### src/rtl/pulse_burst_ctrl_if.sv
// pulse_burst_ctrl_if: configuration, trigger and status bundle between the register stage and the burst sequencer
interface pulse_burst_ctrl_if #(
    parameter int COUNT_BITS = 4
);
    logic [15:0]           config_reg_0;
    logic                  pulse_reg_0;
    logic                  abort;
    logic                  clr_ovr;
    logic                  pulse_out;
    logic                  busy;
    logic                  done;
    logic                  overrun;
    logic [COUNT_BITS-1:0] pulse_idx;
    modport master (
        output config_reg_0, pulse_reg_0, abort, clr_ovr,
        input  pulse_out, busy, done, overrun, pulse_idx
    );
    modport slave (
        input  config_reg_0, pulse_reg_0, abort, clr_ovr,
        output pulse_out, busy, done, overrun, pulse_idx
    );
endinterface

### src/rtl/pulse_burst_ctrl.sv
// pulse_burst_ctrl: trigger-driven burst sequencer with programmable width, gap and count; PULSE_BURST_RETRIG_EN enables restart on a busy trigger
module pulse_burst_ctrl #(
    parameter int WIDTH_BITS = 8,
    parameter int GAP_BITS   = 4,
    parameter int COUNT_BITS = 4
) (
    input  logic                    CLK1,
    input  logic                    RESET,
    pulse_burst_ctrl_if.slave       bus
);
    localparam int CW = (WIDTH_BITS > GAP_BITS) ? WIDTH_BITS : GAP_BITS;

    typedef enum logic [1:0] {S_IDLE, S_HIGH, S_GAP} state_t;

    state_t                state_q, state_d;
    logic [CW-1:0]         cnt_q, cnt_d;
    logic [CW-1:0]         wld_q, wld_d;
    logic [CW-1:0]         gld_q, gld_d;
    logic [COUNT_BITS-1:0] last_q, last_d;
    logic [COUNT_BITS-1:0] idx_q, idx_d;
    logic                  prev_q;
    logic                  pulse_q, pulse_d;
    logic                  busy_q, busy_d;
    logic                  done_q, done_d;
    logic                  ovr_q, ovr_d;

    logic [WIDTH_BITS-1:0] w_raw;
    logic [GAP_BITS-1:0]   g_raw;
    logic [COUNT_BITS-1:0] n_raw;
    logic [CW-1:0]         w_load, g_load;
    logic                  rise, in_burst, start;

    // Zero width/gap mean one cycle; counter holds cycles remaining minus one.
    // A zero count field wraps to the all-ones last index, i.e. 2^COUNT_BITS pulses.
    assign w_raw    = bus.config_reg_0[WIDTH_BITS-1:0];
    assign g_raw    = bus.config_reg_0[WIDTH_BITS +: GAP_BITS];
    assign n_raw    = bus.config_reg_0[WIDTH_BITS+GAP_BITS +: COUNT_BITS];
    assign w_load   = (w_raw == '0) ? '0 : CW'(w_raw - WIDTH_BITS'(1));
    assign g_load   = (g_raw == '0) ? '0 : CW'(g_raw - GAP_BITS'(1));
    assign rise     = bus.pulse_reg_0 & ~prev_q;
    assign in_burst = state_q != S_IDLE;
`ifdef PULSE_BURST_RETRIG_EN
    assign start    = rise & (~in_burst | ~bus.abort);
`else
    assign start    = rise & ~in_burst;
`endif

    // State and datapath registers with synchronous reset
    always_ff @(posedge CLK1) begin
        if (RESET) begin
            state_q <= S_IDLE;
            cnt_q   <= '0;
            wld_q   <= '0;
            gld_q   <= '0;
            last_q  <= '0;
            idx_q   <= '0;
            prev_q  <= 1'b0;
            pulse_q <= 1'b0;
            busy_q  <= 1'b0;
            done_q  <= 1'b0;
            ovr_q   <= 1'b0;
        end else begin
            state_q <= state_d;
            cnt_q   <= cnt_d;
            wld_q   <= wld_d;
            gld_q   <= gld_d;
            last_q  <= last_d;
            idx_q   <= idx_d;
            prev_q  <= bus.pulse_reg_0;
            pulse_q <= pulse_d;
            busy_q  <= busy_d;
            done_q  <= done_d;
            ovr_q   <= ovr_d;
        end
    end

    // Next-state: start/capture, abort, phase countdown and pulse sequencing
    always_comb begin
        state_d = state_q;
        cnt_d   = cnt_q;
        wld_d   = wld_q;
        gld_d   = gld_q;
        last_d  = last_q;
        idx_d   = idx_q;
        done_d  = 1'b0;
        ovr_d   = (in_burst && rise) ? 1'b1 : (bus.clr_ovr ? 1'b0 : ovr_q);
        if (start) begin
            state_d = S_HIGH;
            cnt_d   = w_load;
            wld_d   = w_load;
            gld_d   = g_load;
            last_d  = n_raw - COUNT_BITS'(1);
            idx_d   = '0;
        end else begin
            case (state_q)
                S_HIGH, S_GAP: begin
                    if (bus.abort) begin
                        state_d = S_IDLE;
                        idx_d   = '0;
                    end else if (cnt_q != '0) begin
                        cnt_d = cnt_q - CW'(1);
                    end else if (state_q == S_GAP) begin
                        state_d = S_HIGH;
                        cnt_d   = wld_q;
                        idx_d   = idx_q + COUNT_BITS'(1);
                    end else if (idx_q == last_q) begin
                        state_d = S_IDLE;
                        done_d  = 1'b1;
                    end else begin
                        state_d = S_GAP;
                        cnt_d   = gld_q;
                    end
                end
                default: state_d = S_IDLE;
            endcase
        end
    end

    // Outputs: registered pulse/busy follow the next state; status driven from registers
    always_comb begin
        pulse_d       = state_d == S_HIGH;
        busy_d        = state_d != S_IDLE;
        bus.pulse_out = pulse_q;
        bus.busy      = busy_q;
        bus.done      = done_q;
        bus.overrun   = ovr_q;
        bus.pulse_idx = idx_q;
    end
endmodule

### src/flat_wrapper.sv
// flat-port wrapper written by rule: the top's interface ports become plain ports
module pulse_burst_ctrl_flat 
#(
    parameter int WIDTH_BITS = 8,
    parameter int GAP_BITS   = 4,
    parameter int COUNT_BITS = 4
)
  (CLK1, RESET, bus_config_reg_0, bus_pulse_reg_0, bus_abort, bus_clr_ovr, bus_pulse_out, bus_busy, bus_done, bus_overrun, bus_pulse_idx);
  pulse_burst_ctrl_if #(.COUNT_BITS(COUNT_BITS)) bus_i ();
  input  logic CLK1;
  input  logic RESET;
  input wire logic [$bits(bus_i.config_reg_0)-1:0] bus_config_reg_0;
  input wire logic [$bits(bus_i.pulse_reg_0)-1:0] bus_pulse_reg_0;
  input wire logic [$bits(bus_i.abort)-1:0] bus_abort;
  input wire logic [$bits(bus_i.clr_ovr)-1:0] bus_clr_ovr;
  output wire logic [$bits(bus_i.pulse_out)-1:0] bus_pulse_out;
  output wire logic [$bits(bus_i.busy)-1:0] bus_busy;
  output wire logic [$bits(bus_i.done)-1:0] bus_done;
  output wire logic [$bits(bus_i.overrun)-1:0] bus_overrun;
  output wire logic [$bits(bus_i.pulse_idx)-1:0] bus_pulse_idx;
  assign bus_i.config_reg_0 = bus_config_reg_0;
  assign bus_i.pulse_reg_0 = bus_pulse_reg_0;
  assign bus_i.abort = bus_abort;
  assign bus_i.clr_ovr = bus_clr_ovr;
  assign bus_pulse_out = bus_i.pulse_out;
  assign bus_busy = bus_i.busy;
  assign bus_done = bus_i.done;
  assign bus_overrun = bus_i.overrun;
  assign bus_pulse_idx = bus_i.pulse_idx;
  pulse_burst_ctrl #(.WIDTH_BITS(WIDTH_BITS), .GAP_BITS(GAP_BITS), .COUNT_BITS(COUNT_BITS)) u_core (.CLK1(CLK1), .RESET(RESET), .bus(bus_i));
endmodule
### config.mk
export PLATFORM = sky130hd
export DESIGN_NAME = pulse_burst_ctrl_flat
export DESIGN_NICKNAME = d
export VERILOG_FILES = /design/src/rtl/pulse_burst_ctrl_if.sv /design/src/rtl/pulse_burst_ctrl.sv /design/src/flat_wrapper.sv
export SDC_FILE = /design/constraint.sdc
export NUM_CORES = 1
export LEC_CHECK = 0
export ABC_AREA = 0
export CORE_MARGIN = 5
export CORE_UTILIZATION = 54
export CTS_CLUSTER_DIAMETER = 60
export DETAILED_ROUTE_END_ITERATION = 7
export PLACE_DENSITY = 0.79
export SLEW_MARGIN = 20
export SYNTH_ARGS = -nofsm -noshare
export SYNTH_HDL_FRONTEND = slang
export SYNTH_SLANG_ARGS = --single-unit
### constraint.sdc
create_clock -name CLK1 -period 2.7 [get_ports CLK1]
set_input_delay 0.54 -clock CLK1 [delete_from_list [all_inputs] [get_ports CLK1]]
set_output_delay 0.54 -clock CLK1 [all_outputs]
set_load 0.01 [all_outputs]
==> key figures <==
Outcome
  – Run status: finished, final reports clean

Placed design
  – Placed insts: 314
  – Dpl hpwl: 3.345 mm
  – Port Buf Inserts: 28
  – Area after DPL: 0.002404 mm^2
  – Final GP Congestion: 0.8285
  – Dpl ws: 0.08384 ns

Timing
  – Slew HR: 62.36%
  – Final Max Slew Viols: 0
  – Part of the cycle the worst path needs: 85.78%
  – Worst setup margin: 0.3838 ns
  – Layout Skew: 0.009720 ns
  – Final hold violation count: 0
  – Final setup fails: 0
  – Fmax: 0.4317 GHz
  – RSZ-0062 raised after global routing: false
  – Worst-Margin Slew: 0.5628 ns
  – Post-route minimum period: 2.316 ns
  – Setup_tns: 0 ns

Drt
  – DRT iter0 DRCs: 123
  – Drt drc: 0
  – Vias: 1867
  – First drt pass iteration count: 4
  – Final ANT Viol Nets: 0
  – Drt total wl: 4.516 mm
  – Vias per cell: 5.816
  – Routed length per instance: 14.07 um

Power and ir drop
  – Worst vdd ir: 0.0003873 V
  – Leak Pwr: 0.9355 nW
  – Pwr dens: 545.4 mW/mm^2
  – Power Total: 1.353 mW

Global route
  – Largest net degree at the start of global routing: 24
  – Initial antenna violation count: 0
  – All-Layer GR Usage: 19.06%
  – Global route overflow: 0
  – First-pass GRT wire length: 7.900 mm
  – Vias in the first global route: 1780

Clock network
  – Post-CTS sizing: 0
  – TritonCTS clock tree: yes
  – Hold Buf Count CTS: 0
  – Clk buf depth: 2
  – Post-CTS Setup Repair Bufs: 0
  – CTS root buffer: clkbuf_8
  – H-Tree Depth: 2
  – Clock sink count: 36
  – Number of buffers created by CTS: 5
  – Clock-pin slew on the worst setup and hold paths: 0.07 ns
  – Clock Latency Late Sink: 0.29 ns

Layout
  – Area Growth Syn to Fin: 21.73%
  – Final nets: 301
  – Antenna Cells: 0
  – Finished Cell Area: 0.002481 mm^2
  – Non-filler cells, final: 321
  – Ratio of cells with drive above 1 in the final layout: 12.45%

Worst setup path
  – Reg-to-Reg End: u_core.cnt_q[5]
  – CP Max Fanout: 3
  – Worst R2R Path Depth: 7
  – Crit Path Category: input pin to flop
  – Critical Path RT: 2.91 ns
  – Peak per-stage delay on the critical path: 0.58 ns
  – CP cell instances: clkdlybuf4s50_1 > or4_1 > or4b_1 > a31o_2 > o31ai_1
  – Endpoint type of the worst setup path: flop
  – Crit start category: input pin
  – Slowest library cell on the worst path: or4_1
  – Reg-to-reg critical path startpoint: u_core.cnt_q[1]
  – R2R Setup Slk: 0.39 ns
  – Worst Path Arrival: 2.53 ns

Yosys
  – Post-Syn Nets: 266
  – Synth cell types: 56
  – Mapped cell area: 0.002038 mm^2
  – Async SR Flop Fraction: 0%
  – #FFs+latches synth: 36
  – Yosys warnings: 0
  – Avg Cell Area, Syn: 8.564 um^2
  – Post-synth EDFFs: 0
  – Register area share after synthesis: 35.36%
  – Synth top area share: 35.36%
  – Synth area leader: dfxtp_1
  – Synth Flop Type: dfxtp_1
  – Gate count of the mapped netlist: 238
  – Largest cells by area after synthesis: dfxtp_1 (35%), nor2_1 (5.5%), a21oi_1 (4.4%)

Floorplan
  – Core Region: 0.003661 mm^2
  – I/O Pins: 29
  – Initial Util: 55.67%
  – Die area: 0.005103 mm^2
  – Row count: 22
  – Die width: 71.44 um
  – Die height: 71.44 um

Job
  – Maxcap violations: 0

Min path
  – Hold/Removal Path Class: flop to flop
  – WHS Endpoint: u_core.gld_q[6]
  – Hold Path Origin: u_core.gld_q[6]
  – WHS Path Cells: 2
[final cells by class]
type                            count  area [um^2]
Multi-Input combinational cell    177         1207
Fill cell                         318         1180
Sequential cell                    36        720.7
Timing Repair Buffer               39        362.8
Clock buffer                        6        72.57
Tap cell                           48        60.06
Inverter                           14        52.55
Clock inverter                      1        5.005
[report_power, final]
part | switching, mW | internal (mW) | total, mW
logic | 0.202 | 0.193 | 0.395
clock network | 0.177 | 0.175 | 0.353
registers | 0.0348 | 0.571 | 0.606
total | 0.415 | 0.939 | 1.35
[worst max-delay path by stage]
stage          cells past startpoint           startpoint         endpoint  slack [ns]
2_1_floorplan                      8      u_core.cnt_q[0]  u_core.cnt_q[5]        0.51
3_3_place_gp                       5  bus_config_reg_0[6]  u_core.cnt_q[7]        0.11
3_5_place_dp                       5  bus_config_reg_0[6]  u_core.cnt_q[7]        0.08
4_1_cts                            5  bus_config_reg_0[6]  u_core.cnt_q[7]        0.38
5_1_grt                            8    u_core.state_q[0]  u_core.bus.busy        0.24
6_report                           5  bus_config_reg_0[6]  u_core.cnt_q[7]        0.38
[synthesized netlist by cell type, types with 6 or more instances]
| master | count |
|---|---|
| nand2_1 | 6 |
| nor3_1 | 12 |
| dfxtp_1 | 36 |
| ha_1 | 7 |
| a21oi_1 | 18 |
| clkbuf_1 | 8 |
| inv_1 | 14 |
| a211oi_1 | 10 |
| nor2_1 | 30 |
| nand2b_1 | 10 |
| xnor2_1 | 7 |
| o21ai_0 | 10 |
[routing by layer]
metal | vias to the layer above | global-route usage [%] | part of all wire, %
met4 | 0 | 7.307 | 1.4
met5 | - | 0 | 0
met2 | 48 | 31.63 | 48
met1 | 880 | 23.94 | 46
met3 | 8 | 4.348 | 4.8
li1 | 931 | - | -
[state kept, by name, summed over array words and instances (netlist names)]
| register | count |
|---|---|
| u_core.wld_q | 8 |
| u_core.bus.overrun | 1 |
| u_core.prev_q | 1 |
| u_core.bus.pulse_out | 1 |
| u_core.gld_q | 5 |
| u_core.bus.pulse_idx | 4 |
| u_core.state_q | 2 |
| u_core.last_q | 4 |
| u_core.bus.done | 1 |
| u_core.cnt_q | 8 |
| u_core.bus.busy | 1 |
[cell usage in the layout, fill, tap and decap left out, types with 2 or more instances in the layout]
cell	synthesis	routed
inv_1	14	14
o31ai_1	2	2
dfxtp_1	36	36
clkdlybuf4s50_1	0	28
xor2_1	3	3
mux2_2	2	2
nor2_1	30	30
nor2b_1	5	5
ha_1	7	7
mux2i_1	4	4
buf_4	0	11
nand3b_1	3	3
and3b_1	2	2
nand2_1	6	6
nor3_1	12	12
clkbuf_8	0	5
nand3_1	2	2
a21oi_1	18	18
or4_1	2	2
a211oi_1	10	10
nand2b_1	10	10
or4_4	2	2
a311oi_1	4	4
nor3_2	2	2
a21o_1	2	2
o21ai_0	10	10
or3_1	2	2
xnor2_1	7	7
o311ai_0	2	2
and3_1	2	2
[stage by stage]
| step | util (%) | hold slack, ns |
|---|---|---|
| floorplan | - | 0.4088 |
| global placement | 65.65 | 0.4159 |
| detailed placement | 65.65 | 0.4188 |
| CTS | 67.77 | 0.4286 |
| global route | 67.77 | 0.4470 |
| finish | 67.77 | 0.4273 |
[cells by family after synthesis]
kind of cell	after synthesis	synth area share, %
compound gates	64	22.77
flops	36	35.36
fa+ha+maj	7	4.297
simple gates	90	24.80
xor+xnor	10	4.297
buf+inv	25	5.402
mux	6	3.069
[worst max-delay path: cells and delay by family]
family,cells,cell delay [ns]
AO/OA/AOI/OAI,2,0.45
AND/OR/NAND/NOR,2,1.10
buffers and inverters,1,0.43
(Power assumes the default switching activity.)
